### config.mk
export PLATFORM = sky130hd
export DESIGN_NAME = fsm_serial_sched_flat
export DESIGN_NICKNAME = d
export VERILOG_FILES = /design/src/rtl/fsm_serial_sched_pkg.sv /design/src/rtl/fsm_serial_sched_if.sv /design/src/rtl/fsm_serial_sched_rr_arbiter.sv /design/src/rtl/fsm_serial_sched.sv /design/src/flat_wrapper.sv
export SDC_FILE = /design/constraint.sdc
export NUM_CORES = 1
export LEC_CHECK = 0
export ABC_CLOCK_PERIOD_IN_PS = 2970
export CAP_MARGIN = 20
export CORE_UTILIZATION = 46
export CTS_CLUSTER_DIAMETER = 100
export DETAILED_ROUTE_END_ITERATION = 8
export PLACE_DENSITY = 0.86
export SLEW_MARGIN = 20
export SYNTH_ARGS = -nofsm -noshare
export SYNTH_HDL_FRONTEND = slang
export SYNTH_SLANG_ARGS = --single-unit
### constraint.sdc
create_clock -name clk -period 2.97 [get_ports clk]
set_input_delay 0.594 -clock clk [delete_from_list [all_inputs] [get_ports clk]]
set_output_delay 0.594 -clock clk [all_outputs]
set_load 0.05 [all_outputs]
### src/rtl/fsm_serial_sched_pkg.sv
// Shared types for the serial-detector scheduler: state encoding and parameter legality check.
package fsm_serial_sched_pkg;

  typedef enum logic [2:0] {
    S_IDLE  = 3'd0,
    S_CLR   = 3'd1,
    S_SHIFT = 3'd2,
    S_DRAIN = 3'd3,
    S_DONE  = 3'd4
  } sched_state_e;

  // Only a Moore (1) or Mealy (0) detector response latency is supported.
  function automatic bit z_lat_legal(input int unsigned z_lat);
    return (z_lat <= 1);
  endfunction

endpackage

### src/rtl/fsm_serial_sched_if.sv
// Requester-side bus of the scheduler: job requests/words in, grant/result out.
interface fsm_serial_sched_if #(
  parameter int unsigned NREQ  = 4,
  parameter int unsigned WIDTH = 8
);
  localparam int unsigned IW = $clog2(NREQ);
  localparam int unsigned HW = $clog2(WIDTH + 1);

  logic [NREQ-1:0]       req;
  logic [NREQ*WIDTH-1:0] word;
  logic [NREQ-1:0]       grant;
  logic [IW-1:0]         owner;
  logic                  busy;
  logic                  done;
  logic [WIDTH-1:0]      z_vec;
  logic [HW-1:0]         hit_cnt;

  modport master (
    output req, word,
    input  grant, owner, busy, done, z_vec, hit_cnt
  );

  modport slave (
    input  req, word,
    output grant, owner, busy, done, z_vec, hit_cnt
  );
endinterface

### src/rtl/fsm_serial_sched_rr_arbiter.sv
// Round-robin picker: combinational first-set search from the held pointer, with wrap.
module rr_arbiter #(
  parameter int unsigned NREQ = 4
) (
  input  logic                    clk,
  input  logic                    reset,
  input  logic [NREQ-1:0]         req,
  input  logic                    advance,
  output logic [NREQ-1:0]         grant_oh,
  output logic [$clog2(NREQ)-1:0] grant_idx
);
  localparam int unsigned IW = $clog2(NREQ);

  logic [IW-1:0] ptr_q, ptr_d;

  always_comb begin : pick
    int unsigned idx;
    logic        found;
    idx       = 0;
    found     = 1'b0;
    grant_oh  = '0;
    grant_idx = '0;
    for (int unsigned off = 0; off < NREQ; off++) begin
      idx = (32'(ptr_q) + off) % NREQ;
      if (!found && req[idx]) begin
        found         = 1'b1;
        grant_oh[idx] = 1'b1;
        grant_idx     = IW'(idx);
      end
    end
  end

  always_comb begin
    ptr_d = ptr_q;
    if (advance) begin
      ptr_d = IW'((32'(grant_idx) + 1) % NREQ);
    end
  end

  always_ff @(posedge clk) begin
    if (reset) begin
      ptr_q <= '0;
    end else begin
      ptr_q <= ptr_d;
    end
  end

endmodule

### src/rtl/fsm_serial_sched.sv
// Shares one serial sequence detector among NREQ requesters: clear it, shift a snapshot word in
// MSB-first, collect the per-bit z response and hand the vector and popcount back to the owner.
module fsm_serial_sched
  import fsm_serial_sched_pkg::*;
#(
  parameter int unsigned NREQ  = 4,
  parameter int unsigned WIDTH = 8,
  parameter int unsigned Z_LAT = 1
) (
  input  logic                clk,
  input  logic                reset,
  fsm_serial_sched_if.slave   bus,
  output logic                fsm_rst,
  output logic                fsm_x,
  input  logic                fsm_z
);
  localparam int unsigned IW = $clog2(NREQ);
  localparam int unsigned CW = $clog2(WIDTH);
  localparam int unsigned HW = $clog2(WIDTH + 1);

  if (!z_lat_legal(Z_LAT)) begin : g_bad_z_lat
    $error("fsm_serial_sched: Z_LAT must be 0 or 1");
  end

  sched_state_e     state_q, state_d;
  logic [CW-1:0]    cnt_q, cnt_d;
  logic [WIDTH-1:0] snap_q, snap_d;
  logic [NREQ-1:0]  grant_q, grant_d;
  logic [IW-1:0]    owner_q, owner_d;
  logic [WIDTH-1:0] z_vec_q, z_vec_d;
  logic [HW-1:0]    hit_q, hit_d;
  logic             cap_vld_q, cap_vld_d;
  logic [CW-1:0]    cap_idx_q, cap_idx_d;

  logic [NREQ-1:0]  arb_oh;
  logic [IW-1:0]    arb_idx;
  logic             arb_adv;
  logic             cap_en;
  logic [CW-1:0]    cap_idx;
  logic [CW-1:0]    cap_bit;
  logic [CW-1:0]    x_bit;

  rr_arbiter #(
    .NREQ(NREQ)
  ) u_arb (
    .clk      (clk),
    .reset    (reset),
    .req      (bus.req),
    .advance  (arb_adv),
    .grant_oh (arb_oh),
    .grant_idx(arb_idx)
  );

  // A Moore detector answers one cycle late, so capture runs off a delayed copy of the bit index.
  always_comb begin
    cap_vld_d = (state_q == S_SHIFT);
    cap_idx_d = cnt_q;
    if (Z_LAT == 0) begin
      cap_en  = (state_q == S_SHIFT);
      cap_idx = cnt_q;
    end else begin
      cap_en  = cap_vld_q;
      cap_idx = cap_idx_q;
    end
    cap_bit = CW'(WIDTH - 1) - cap_idx;
    x_bit   = CW'(WIDTH - 1) - cnt_q;
  end

  always_comb begin
    state_d = state_q;
    cnt_d   = cnt_q;
    snap_d  = snap_q;
    grant_d = grant_q;
    owner_d = owner_q;
    z_vec_d = z_vec_q;
    hit_d   = hit_q;
    arb_adv = 1'b0;

    unique case (state_q)
      S_IDLE: begin
        if (|bus.req) begin
          arb_adv = 1'b1;
          grant_d = arb_oh;
          owner_d = arb_idx;
          for (int unsigned i = 0; i < NREQ; i++) begin
            if (arb_oh[i]) begin
              snap_d = bus.word[i*WIDTH +: WIDTH];
            end
          end
          state_d = S_CLR;
        end
      end
      S_CLR: begin
        z_vec_d = '0;
        hit_d   = '0;
        cnt_d   = '0;
        state_d = S_SHIFT;
      end
      S_SHIFT: begin
        if (cnt_q == CW'(WIDTH - 1)) begin
          cnt_d   = '0;
          state_d = (Z_LAT != 0) ? S_DRAIN : S_DONE;
        end else begin
          cnt_d = cnt_q + 1'b1;
        end
      end
      S_DRAIN: begin
        state_d = S_DONE;
      end
      S_DONE: begin
        grant_d = '0;
        state_d = S_IDLE;
      end
      default: begin
        grant_d = '0;
        state_d = S_IDLE;
      end
    endcase

    if (cap_en) begin
      z_vec_d[cap_bit] = fsm_z;
      hit_d            = hit_d + HW'(fsm_z);
    end
  end

  always_ff @(posedge clk) begin
    if (reset) begin
      state_q   <= S_IDLE;
      cnt_q     <= '0;
      snap_q    <= '0;
      grant_q   <= '0;
      owner_q   <= '0;
      z_vec_q   <= '0;
      hit_q     <= '0;
      cap_vld_q <= 1'b0;
      cap_idx_q <= '0;
    end else begin
      state_q   <= state_d;
      cnt_q     <= cnt_d;
      snap_q    <= snap_d;
      grant_q   <= grant_d;
      owner_q   <= owner_d;
      z_vec_q   <= z_vec_d;
      hit_q     <= hit_d;
      cap_vld_q <= cap_vld_d;
      cap_idx_q <= cap_idx_d;
    end
  end

  always_comb begin
    fsm_rst = reset | (state_q == S_CLR);
    fsm_x   = 1'b0;
    if (state_q == S_SHIFT) begin
      fsm_x = snap_q[x_bit];
    end
  end

  assign bus.grant   = grant_q;
  assign bus.owner   = owner_q;
  assign bus.busy    = (state_q != S_IDLE);
  assign bus.done    = (state_q == S_DONE);
  assign bus.z_vec   = z_vec_q;
  assign bus.hit_cnt = hit_q;

endmodule

### src/flat_wrapper.sv
// flat-port wrapper written by rule: the top's interface ports become plain ports
module fsm_serial_sched_flat import fsm_serial_sched_pkg::*;
#(
  parameter int unsigned NREQ  = 4,
  parameter int unsigned WIDTH = 8,
  parameter int unsigned Z_LAT = 1
)
  (clk, reset, fsm_rst, fsm_x, fsm_z, bus_req, bus_word, bus_grant, bus_owner, bus_busy, bus_done, bus_z_vec, bus_hit_cnt);
  fsm_serial_sched_if #(.NREQ(NREQ), .WIDTH(WIDTH)) bus_i ();
  input  logic clk;
  input  logic reset;
  output logic fsm_rst;
  output logic fsm_x;
  input  logic fsm_z;
  input wire logic [$bits(bus_i.req)-1:0] bus_req;
  input wire logic [$bits(bus_i.word)-1:0] bus_word;
  output wire logic [$bits(bus_i.grant)-1:0] bus_grant;
  output wire logic [$bits(bus_i.owner)-1:0] bus_owner;
  output wire logic [$bits(bus_i.busy)-1:0] bus_busy;
  output wire logic [$bits(bus_i.done)-1:0] bus_done;
  output wire logic [$bits(bus_i.z_vec)-1:0] bus_z_vec;
  output wire logic [$bits(bus_i.hit_cnt)-1:0] bus_hit_cnt;
  assign bus_i.req = bus_req;
  assign bus_i.word = bus_word;
  assign bus_grant = bus_i.grant;
  assign bus_owner = bus_i.owner;
  assign bus_busy = bus_i.busy;
  assign bus_done = bus_i.done;
  assign bus_z_vec = bus_i.z_vec;
  assign bus_hit_cnt = bus_i.hit_cnt;
  fsm_serial_sched #(.NREQ(NREQ), .WIDTH(WIDTH), .Z_LAT(Z_LAT)) u_core (.clk(clk), .reset(reset), .bus(bus_i), .fsm_rst(fsm_rst), .fsm_x(fsm_x), .fsm_z(fsm_z));
endmodule
==> metrics.md <==
| Metric | Value |
|---|---|
| Drt pass-1 iters | 5 |
| Leakage | 1.41 nW |
| Area of placed instances | 3430 sq um |
| Maximum vdd drop | 494 uV |
| Mapped Cells | 309 |
| CP Capture Type | flip-flop |
| Routability cong. | 0.924 |
| Worst Tran Pin Value | 0.583 ns |
| Worst R2R Start | u_core.u_arb.ptr_q[1] |
| Hold worst-path end | u_core.bus.z_vec[3] |
| Grt ovf | 0 |
| Worst path slowest cell | mux4_2 |
| Via density | 5.90 |
| Fmax | 341 MHz |
| Height of the die | 77.3 um |
| CTS Sinks | 38 |
| Yosys cell types | 55 |
| Most frequent cells in the layout | 55 x clkdlybuf4s50_1, 36 x dfxtp_1, 34 x buf_4 |
| Diode count | 0 |
| Unrepaired setup endpoints after global routing | yes |
| DRC | 0 |
| Worst Hold Class | reg2reg |
| Warnings, synthesis | 0 |
| Netlist Area Pre-Place | 2610 sq um |
| Worst path max stage delay | 0.53 ns |
| Slew headroom | 0.611 |
| Mean Syn Cell Area | 8.45 sq um |
| Vias in the first global route | 2414 |
| Number of synthesized flops with an enable pin | 0 |
| Sequential fraction of the synthesis area | 0.291 |
| Initial DRC Count | 175 |
| Post-route cell area | 3690 sq um |
| Total number of vias | 2721 |
| Antenna violations before repair | 0 |
| Average wire per standard cell | 15.1 um |
| Top delay family on crit path | compound AO/OA/AOI/OAI gates |
| DP Cell Count | 448 |
| Hold path startpoint | u_core.bus.z_vec[3] |
| Synthesis-to-layout area growth | 41.3% |
| Post-synth ARST share | 0 |
| Share of cells above drive strength 1 | 0.195 |
| DP HPWL | 5060 um |
| Setup Viol. Count Final | 0 |
| GR Util All Layers | 0.229 |
| Crit path time final | 2.94 ns |
| Largest net degree at the start of global routing | 38 |
| Clock Latency Late Sink | 0.29 ns |
| Post-route clock period utilization | 0.989 |
| CTS Hold Buffers Added | 0 |
| Cells along the critical path | inv_1 -> ha_4 -> mux4_2 -> buf_6 -> or3b_4 -> buf_4 -> o221ai_4 -> or2_2 -> o311ai_1 -> a221oi_1 |
| Fin cells | 461 |
| Critical R2R Capture | u_core.snap_q[6] |
| R2R depth | 10 |
| Ranking of synthesized cells by area | dfxtp_1 29%, a21boi_0 4.9%, ha_1 4.8%, mux4_2 4.3%, a21oi_1 4.0% |
| WS Path Type | reg2reg |
| Crit Path Max Fanout | 5 |
| H-tree depth | 2 |
| #FFs+latches synth | 38 |
| WP data required | 3.16 ns |
| Primary FF master, synth | dfxtp_1 |
| Starting density of the core | 0.477 |
| CP startpoint kind | flip-flop |
| Top cell type's share of synthesized area | 0.291 |
| I/O Buffers | 60 |
| Endpoints failing hold | 0 |
| Crit path buf inv count | 3 |
| Die Area | 5980 sq um |
| Core area | 5470 sq um |
| Routed Antenna Nets | 0 |
| Fin nets | 437 |
| Pwr per Cell Area | 885 nW/um^2 |
| I/O Pins | 61 |
| CTS Buf Count | 5 |
| Die X | 77.3 um |
| CTS Buffer Depth | 2 |
| First-pass GRT wire length | 11100 um |
| Status | complete, no violations |
| CTS tree | yes |
| CTS Root Cell | clkbuf_8 |
| Commonest non-fill, non-tap cell in the layout | clkdlybuf4s50_1 |
| Synth Net Count | 358 |
| Clock slew at reported path FFs | 0.08 ns |
| Maxcap violations | 0 |
| Post-Route WL | 6940 um |
| Clock skew | 0.00689 ns |
| Flop2flop setup slack | 0.03 ns |
| Critical path data arrival time | 3.12 ns |
| Final Slew Violations | 0 |
| Hold Path Depth | 2 |
| Row count | 27 |
| Cell taking the most area after synthesis | dfxtp_1 |
how the worst max path moves through the flow:
stage                                from                to  slack, ns  depth (start not counted)
floorplan           u_core.u_arb.ptr_q[1]  u_core.snap_q[0]      0.009                         11
global placement               bus_req[1]  u_core.snap_q[1]      -0.68                          8
detailed placement             bus_req[1]  u_core.snap_q[2]      -0.63                         10
CTS                            bus_req[0]  u_core.snap_q[3]       0.02                          9
global route        u_core.u_arb.ptr_q[1]  u_core.snap_q[5]      -0.05                         11
finish              u_core.u_arb.ptr_q[1]  u_core.snap_q[6]       0.03                         10
stage by stage:
step	hold slack [ns]	power, W	setup TNS (ns)	worst slack [ns]	utilization
CTS	0.473	0.00305	0	0.0153	0.656
finish	0.472	0.00326	0	0.0334	0.674
detailed placement	0.462	0.00253	-5.47	-0.631	0.627
global placement	0.456	0.00248	-5.16	-0.680	0.626
floorplan	0.443	0.00201	0	0.00948	-
global route	0.496	0.00344	-0.129	-0.0524	0.674
power by group:
part           switching [W]  internal (W)
sequential         0.0000775      0.000608
combinational        0.00115      0.000988
clock               0.000191      0.000250
total                0.00142       0.00185
state kept, by name, indices dropped and copies added (netlist names):
register,cells
u_core.state_q,3
u_core.snap_q,8
u_core.cap_idx_d,3
u_core.bus.z_vec,8
u_core.bus.hit_cnt,4
u_core.bus.grant,4
u_core.cap_idx,3
u_core.bus.owner,2
u_core.cap_en,1
u_core.u_arb.ptr_q,2
layer usage:
metal	vias up	share of wire	global-route usage
li1	1311	-	-
met1	1261	0.41	0.276
met2	127	0.49	0.400
met3	22	0.066	0.0529
met4	0	0.034	0.0717
met5	-	0	0
worst reg2reg max path, delay by kind of cell, from the launching register on:
family | cells | cell delay [ns]
AOI/OAI and AO/OA | 3 | 0.72
adders and majority gates | 1 | 0.29
muxes | 1 | 0.53
buffers and inverters | 3 | 0.37
DFF | 1 | 0.33
and+or+nand+nor | 2 | 0.60
cells by family after synthesis:
| family | count (synthesis) | share of synthesized area |
|---|---|---|
| and+or+nand+nor | 115 | 0.237 |
| AOI/OAI and AO/OA | 93 | 0.276 |
| buffers and inverters | 38 | 0.0680 |
| DFF | 38 | 0.291 |
| muxes | 11 | 0.0661 |
| adders and majority gates | 10 | 0.0479 |
| xor gates and xnor gates | 4 | 0.0134 |
layout make-up:
class	count	area (sq um)
Multi-Input combinational cell	234	1790
Timing Repair Buffer	95	880
Tap cell	72	90.1
Clock inverter	3	45.0
Fill cell	433	1780
Sequential cell	38	763
Inverter	14	52.6
Clock buffer	5	68.8
synthesized netlist by cell type, types with 4 or more instances:
library cell	number
buf_2	4
nor4_1	5
nor2b_1	9
o21bai_1	8
a311oi_1	8
nand3b_1	4
nor3b_1	6
nand2_1	17
a21boi_0	17
o21ai_0	4
nor2_1	26
nor3_1	6
o311ai_1	7
and3_1	8
mux4_2	5
a221oi_1	8
ha_1	10
nand4_1	7
a21oi_1	21
nand3_1	12
clkbuf_1	13
dfxtp_1	38
mux2i_1	6
inv_1	14
timing repair:
| item | in CTS | in global routing |
|---|---|---|
| hold endpoints to repair | 0 | 0 |
| buffers inserted | 2 | 2 |
| endpoints found under the setup margin | 9 | 9 |
| pin swaps | 3 | 6 |
| gates resized for setup | 8 | 15 |
| cloned | 1 | 0 |
No activity file was read; power rests on OpenSTA's default activity.
